### src/rtl/melody_sequencer.sv
// melody_sequencer: plays a 16-entry note table through an internal square-wave
// tone generator. Each entry is {dur[7:0], div[14:0]}. dur is the length in beats,
// and 0 marks the end of the table. div is the half-period in clk cycles, and 0 means
// a rest. A silent gap of GAP_CYCLES follows every note.
//
// Ports:
//   clk         system clock
//   rst_n       asynchronous active-low reset
//   start       pulse: begin playback at entry 0 (ignored while busy)
//   stop        abort playback and return to idle (wins over start)
//   loop_en     sampled at end of table: restart from entry 0 when 1
//   wr_en       note table write strobe (any state)
//   wr_addr     note table write address
//   wr_data     {dur, div} entry data
//   half_period divider of the sounding note (0 when idle/rest/gap)
//   tone_en     1 while a non-rest note sounds
//   speaker     square wave output
//   busy        1 whenever not idle
//   note_idx    index of the current table entry
//   done        one-cycle pulse on normal completion
module melody_sequencer #(
  parameter int unsigned BEAT_CYCLES = 3125000,
  parameter int unsigned GAP_CYCLES  = 250000,
  parameter int unsigned DEPTH       = 16
) (
  input  logic        clk,
  input  logic        rst_n,
  input  logic        start,
  input  logic        stop,
  input  logic        loop_en,
  input  logic        wr_en,
  input  logic [3:0]  wr_addr,
  input  logic [22:0] wr_data,
  output logic [14:0] half_period,
  output logic        tone_en,
  output logic        speaker,
  output logic        busy,
  output logic [3:0]  note_idx,
  output logic        done
);

  localparam int unsigned BW = (BEAT_CYCLES > 1) ? $clog2(BEAT_CYCLES) : 1;
  localparam int unsigned GW = (GAP_CYCLES > 1) ? $clog2(GAP_CYCLES) : 1;
  localparam logic [BW-1:0] BEAT_LAST = BW'(BEAT_CYCLES - 1);
  localparam logic [GW-1:0] GAP_LAST  = GW'((GAP_CYCLES > 0) ? GAP_CYCLES - 1 : 0);

  typedef enum logic [2:0] {IDLE, FETCH, PLAY, GAP, DONE} state_t;

  state_t        state, state_next;
  logic [3:0]    idx_next;
  logic [22:0]   table_mem [DEPTH];
  logic [22:0]   entry;
  logic [7:0]    entry_dur;
  logic [14:0]   entry_div;
  logic [BW-1:0] beat_cnt;
  logic [7:0]    beats_left;
  logic [GW-1:0] gap_cnt;
  logic [14:0]   tone_cnt;
  logic          note_end;
  logic          advance;

  always_ff @(posedge clk) begin
    if (wr_en) table_mem[wr_addr] <= wr_data;
  end

  assign entry     = table_mem[note_idx];
  assign entry_dur = entry[22:15];
  assign entry_div = entry[14:0];
  assign note_end  = (beat_cnt == '0) && (beats_left == '0);
  assign busy      = (state != IDLE);
  assign done      = (state == DONE);

  always_ff @(posedge clk or negedge rst_n) begin
    if (!rst_n) begin
      state    <= IDLE;
      note_idx <= '0;
    end else begin
      state    <= state_next;
      note_idx <= idx_next;
    end
  end

  always_comb begin
    state_next = state;
    idx_next   = note_idx;
    advance    = 1'b0;
    unique case (state)
      IDLE: begin
        if (start) begin
          state_next = FETCH;
          idx_next   = '0;
        end
      end
      FETCH: begin
        if (entry_dur == '0) begin
          // An end marker at entry 0 is an empty table: finish even when looping.
          if (loop_en && (note_idx != '0)) idx_next = '0;
          else state_next = DONE;
        end else begin
          state_next = PLAY;
        end
      end
      PLAY: begin
        if (note_end) begin
          if (GAP_CYCLES != 0) state_next = GAP;
          else advance = 1'b1;
        end
      end
      GAP: begin
        if (gap_cnt == '0) advance = 1'b1;
      end
      DONE: begin
        state_next = IDLE;
        idx_next   = '0;
      end
      default: state_next = IDLE;
    endcase
    if (advance) begin
      if (note_idx == 4'(DEPTH - 1)) begin
        if (loop_en) begin
          idx_next   = '0;
          state_next = FETCH;
        end else begin
          state_next = DONE;
        end
      end else begin
        idx_next   = note_idx + 4'd1;
        state_next = FETCH;
      end
    end
    if (stop) begin
      state_next = IDLE;
      idx_next   = '0;
    end
  end

  always_ff @(posedge clk or negedge rst_n) begin
    if (!rst_n) begin
      half_period <= '0;
      tone_en     <= 1'b0;
      speaker     <= 1'b0;
      beat_cnt    <= '0;
      beats_left  <= '0;
      gap_cnt     <= '0;
      tone_cnt    <= '0;
    end else if (stop) begin
      half_period <= '0;
      tone_en     <= 1'b0;
      speaker     <= 1'b0;
      beat_cnt    <= '0;
      beats_left  <= '0;
      gap_cnt     <= '0;
      tone_cnt    <= '0;
    end else begin
      unique case (state)
        FETCH: begin
          if (entry_dur != '0) begin
            half_period <= entry_div;
            tone_en     <= (entry_div != '0);
            speaker     <= 1'b0;
            tone_cnt    <= entry_div - 15'd1;
            beat_cnt    <= BEAT_LAST;
            beats_left  <= entry_dur - 8'd1;
          end
        end
        PLAY: begin
          if (tone_en) begin
            if (tone_cnt == '0) begin
              speaker  <= ~speaker;
              tone_cnt <= half_period - 15'd1;
            end else begin
              tone_cnt <= tone_cnt - 15'd1;
            end
          end
          // Nested beat/cycle counters; the final-cycle clear comes last so it
          // overrides the tone generator update above.
          if (beat_cnt != '0) begin
            beat_cnt <= beat_cnt - 1'b1;
          end else if (beats_left != '0) begin
            beat_cnt   <= BEAT_LAST;
            beats_left <= beats_left - 8'd1;
          end else begin
            half_period <= '0;
            tone_en     <= 1'b0;
            speaker     <= 1'b0;
            gap_cnt     <= GAP_LAST;
          end
        end
        GAP: begin
          if (gap_cnt != '0) gap_cnt <= gap_cnt - 1'b1;
        end
        default: begin
          tone_en <= 1'b0;
          speaker <= 1'b0;
        end
      endcase
    end
  end

endmodule

### config.mk
export PLATFORM = sky130hd
export DESIGN_NAME = melody_sequencer
export DESIGN_NICKNAME = d
export VERILOG_FILES = /design/src/rtl/melody_sequencer.sv
export SDC_FILE = /design/constraint.sdc
export NUM_CORES = 1
export LEC_CHECK = 0
export CAP_MARGIN = 10
export CORE_MARGIN = 1
export CORE_UTILIZATION = 38
export DETAILED_ROUTE_END_ITERATION = 8
export GPL_TIMING_DRIVEN = 1
export PLACE_DENSITY = 0.65
export SLEW_MARGIN = 10
export SYNTH_ARGS = -nofsm -noshare
export SYNTH_HDL_FRONTEND = slang
export SYNTH_SLANG_ARGS = --single-unit
### constraint.sdc
create_clock -name clk -period 5.1 [get_ports clk]
set_input_delay 1.02 -clock clk [delete_from_list [all_inputs] [get_ports clk]]
set_output_delay 1.02 -clock clk [all_outputs]
set_load 0.02 [all_outputs]
==> impl_results.md <==
* Total die area at 0.0525 mm²
* Reg2reg path depth at 7
* Total core area at 0.0505 mm²
* Grt total ovfl at 0
* Worst path max stage delay at 1030 ps
* Die Span Y at 229 µm
* CP startpoint: note_idx[1]$_DFF_PN0_
* Placed cell count at 1,933
* R2r setup slk at 1040 ps
* Vias in the first global route at 11,300
* RD Place Congestion at 0.865
* Clock latency on the worst-skew pair at 600 ps
* CP endpoint: beats_left[4]$_DFFE_PN0P_
* Vias per cell at 5.66
* Nets at 1,348
* DP Worst Slack at 1070 ps
* Via count at 11,400
* Synth Net Count at 1,282
* Main synth FF type: edfxtp_1
* CP max-delay cell: dfrtp_4
* Final setup violation count at 0
* Clk root buf: clkbuf_16
* Initial Util at 0.388
* Ordered cell list for the critical path: mux2i_1 -> a22o_1 -> a221oi_1 -> a2111oi_2 -> o221ai_2 -> o22a_1 -> mux2_2
* Io pins at 56
* Flops & latches, synth at 455
* HP Class: input pin to asynchronous set/reset pin
* Netlist cell types at 79
* Result of the run: finished, final reports clean
* Slew HR at 0.281
* Final slew viol count at 0
* Setup TNS at 0 ps
* Startpoint Class: flip-flop
* Area Growth Syn to Fin at 14.6%
* Worst slew pin tran at 1070 ps
* EDFF count, synth at 368
* Crit end category: flip-flop
* R2r startpoint: note_idx[1]$_DFF_PN0_
* CTS tree: built
* Worst Clk Skew at 24.7 ps
* # DRC at 0
* Async SR Flop Fraction at 0.191
* Fraction of layout instances using a drive strength above 1 at 0.173
* F_max at 246 MHz
* Tmin final at 4060 ps
* Pleak at 0.00745 µW
* Cells after Synth at 1,242
* CTS buffer count at 45
* Drt wl/cell at 22.9 µm
* Htree depth at 2
* Detailed Routing Iterations Pass 1 at 6
* CP Class: flip-flop to flip-flop
* Cell Area, Synth at 0.0196 mm²
* Grt met3 use at 0.0381
* Post_cts resized at 0
* Final Hold Vio Count at 0
* R2R Path End: beats_left[4]$_DFFE_PN0P_
* Design area at 0.0225 mm²
* Post-route setup slack at 1040 ps
* Hold-fix buffers, CTS at 0
* GRT Total Usage at 0.177
* Post-DRT Antenna Nets at 0
* Initial antenna violation count at 3
* Placed cell areas at 0.0210 mm²
* Pin count of the biggest net entering global routing at 52
* Post-route insts no fill at 2,016
* Sequential-to-total area share from yosys stat at 0.675
* GRT met2 Usage at 0.275
* Post-CTS Setup Inserts at 0
* CP Max Fanout at 51
* Synth warn at 0
* Peak supply drop at 215 µV
* Unrepaired setup endpoints after global routing: false
* Number of I/O port buffers at 55
* Tcrit/Tclk final at 0.796
* Max cap viols at 0
* Wirelength, routed at 46.2 mm
* Critical Path RT at 5580 ps
* First-pass GRT wire length at 70.5 mm
* Std cell rows at 82
* Busiest grt layer: met2
* Post-DP HPWL at 27.6 mm
* Number of DRC markers in iteration 0 at 1,256
* Clock sinks at 455
* Commonest non-fill, non-tap cell in the layout: edfxtp_1
* Met1 Use GR at 0.255
* Clk slew on worst S/H paths at 60 ps
* Syn avg cell area at 15.8 µm²
* Clk buf depth at 3
* P per Cell Area at 364 mW/mm²
* Commonest cells after routing, fill and taps aside: 368 x edfxtp_1, 85 x dfrtp_1, 83 x mux4_2, 83 x nand2_1, 71 x nor2_1
* Die X at 229 µm
* Crit path DAT at 4540 ps
## report_power, final
| group | leakage (µW) | total [µW] | internal (µW) | switching (µW) |
|---|---|---|---|---|
| combinational | 0.00229 | 606 | 227 | 379 |
| clock | 0.000707 | 3310 | 1880 | 1430 |
| sequential | 0.00446 | 4250 | 4160 | 96.5 |
## state kept, by name, summed over array words and instances, names as in the netlist
signal / flops
state: 3
table_mem: 368
beats_left: 8
tone_cnt: 15
beat_cnt: 22
tone_en: 1
gap_cnt: 18
half_period: 15
note_idx: 4
speaker: 1
## critical path: cells and delay by family, from the launching register on
family | cells | cell delay, ps
compound gates | 5 | 2240
mux | 2 | 570
flops | 1 | 1030
## synth_stat cells, types with 13 or more instances
| cell | count | area (µm²) |
|---|---|---|
| nand3_1 | 13 | 65.1 |
| nor2_1 | 83 | 312 |
| clkbuf_1 | 35 | 131 |
| dfrtp_1 | 87 | 2180 |
| edfxtp_1 | 368 | 11100 |
| mux4_2 | 83 | 1870 |
| a211oi_1 | 20 | 150 |
| nand2_1 | 83 | 312 |
| mux2i_1 | 49 | 490 |
| nor3_1 | 32 | 160 |
| a311oi_1 | 16 | 140 |
| or3_1 | 17 | 106 |
| mux2_2 | 20 | 225 |
| xnor2_1 | 20 | 175 |
| a21oi_1 | 41 | 205 |
| o31ai_1 | 22 | 165 |
| o21ai_0 | 25 | 125 |
| buf_2 | 16 | 80.1 |
| inv_1 | 22 | 82.6 |
## metrics by stage
step,hold WS [ps],total power (µW),utilization
floorplan,448,4680,-
global placement,473,4910,0.416
detailed placement,485,4930,0.416
CTS,431,8220,0.445
global route,459,8440,0.445
finish,429,8170,0.445
## worst min path at each step
| stage | from | endpoint | cells after the start |
|---|---|---|---|
| 6_report | rst_n | gap_cnt[8]$_DFFE_PN0P_ | 1 |
| 4_1_cts | rst_n | gap_cnt[10]$_DFFE_PN0P_ | 1 |
| 3_3_place_gp | beats_left[7]$_DFFE_PN0P_ | beats_left[7]$_DFFE_PN0P_ | 1 |
| 5_1_grt | rst_n | gap_cnt[10]$_DFFE_PN0P_ | 1 |
| 3_5_place_dp | gap_cnt[17]$_DFFE_PN0P_ | gap_cnt[17]$_DFFE_PN0P_ | 1 |
| 2_1_floorplan | beats_left[7]$_DFFE_PN0P_ | beats_left[7]$_DFFE_PN0P_ | 1 |
## cell families after synthesis
| family | after synthesis | synth area share |
|---|---|---|
| adder cells (fa/ha/maj) | 7 | 0.00447 |
| AO/OA/AOI/OAI | 205 | 0.0754 |
| AND/OR/NAND/NOR | 306 | 0.0780 |
| flip-flops | 455 | 0.675 |
| buffers and inverters | 89 | 0.0221 |
| multiplexers | 156 | 0.134 |
| XOR/XNOR | 24 | 0.0107 |
## routing by layer
layer	up-vias	wire, µm
li1	5058	-
met5	-	19
met4	4	726
met1	5910	21000
met3	58	3080
met2	378	21300
## layout make-up
| type | count | area (µm²) |
|---|---|---|
| multi-input cells | 698 | 6020 |
| diodes | 1 | 2.50 |
| clock inverters | 18 | 214 |
| clock buffers | 64 | 1250 |
| fillers | 4446 | 28000 |
| well taps | 672 | 841 |
| flip-flops and latches | 455 | 13200 |
| inverters | 24 | 90.1 |
| repair buffers | 84 | 798 |
No activity file was read; power rests on OpenSTA's default activity.
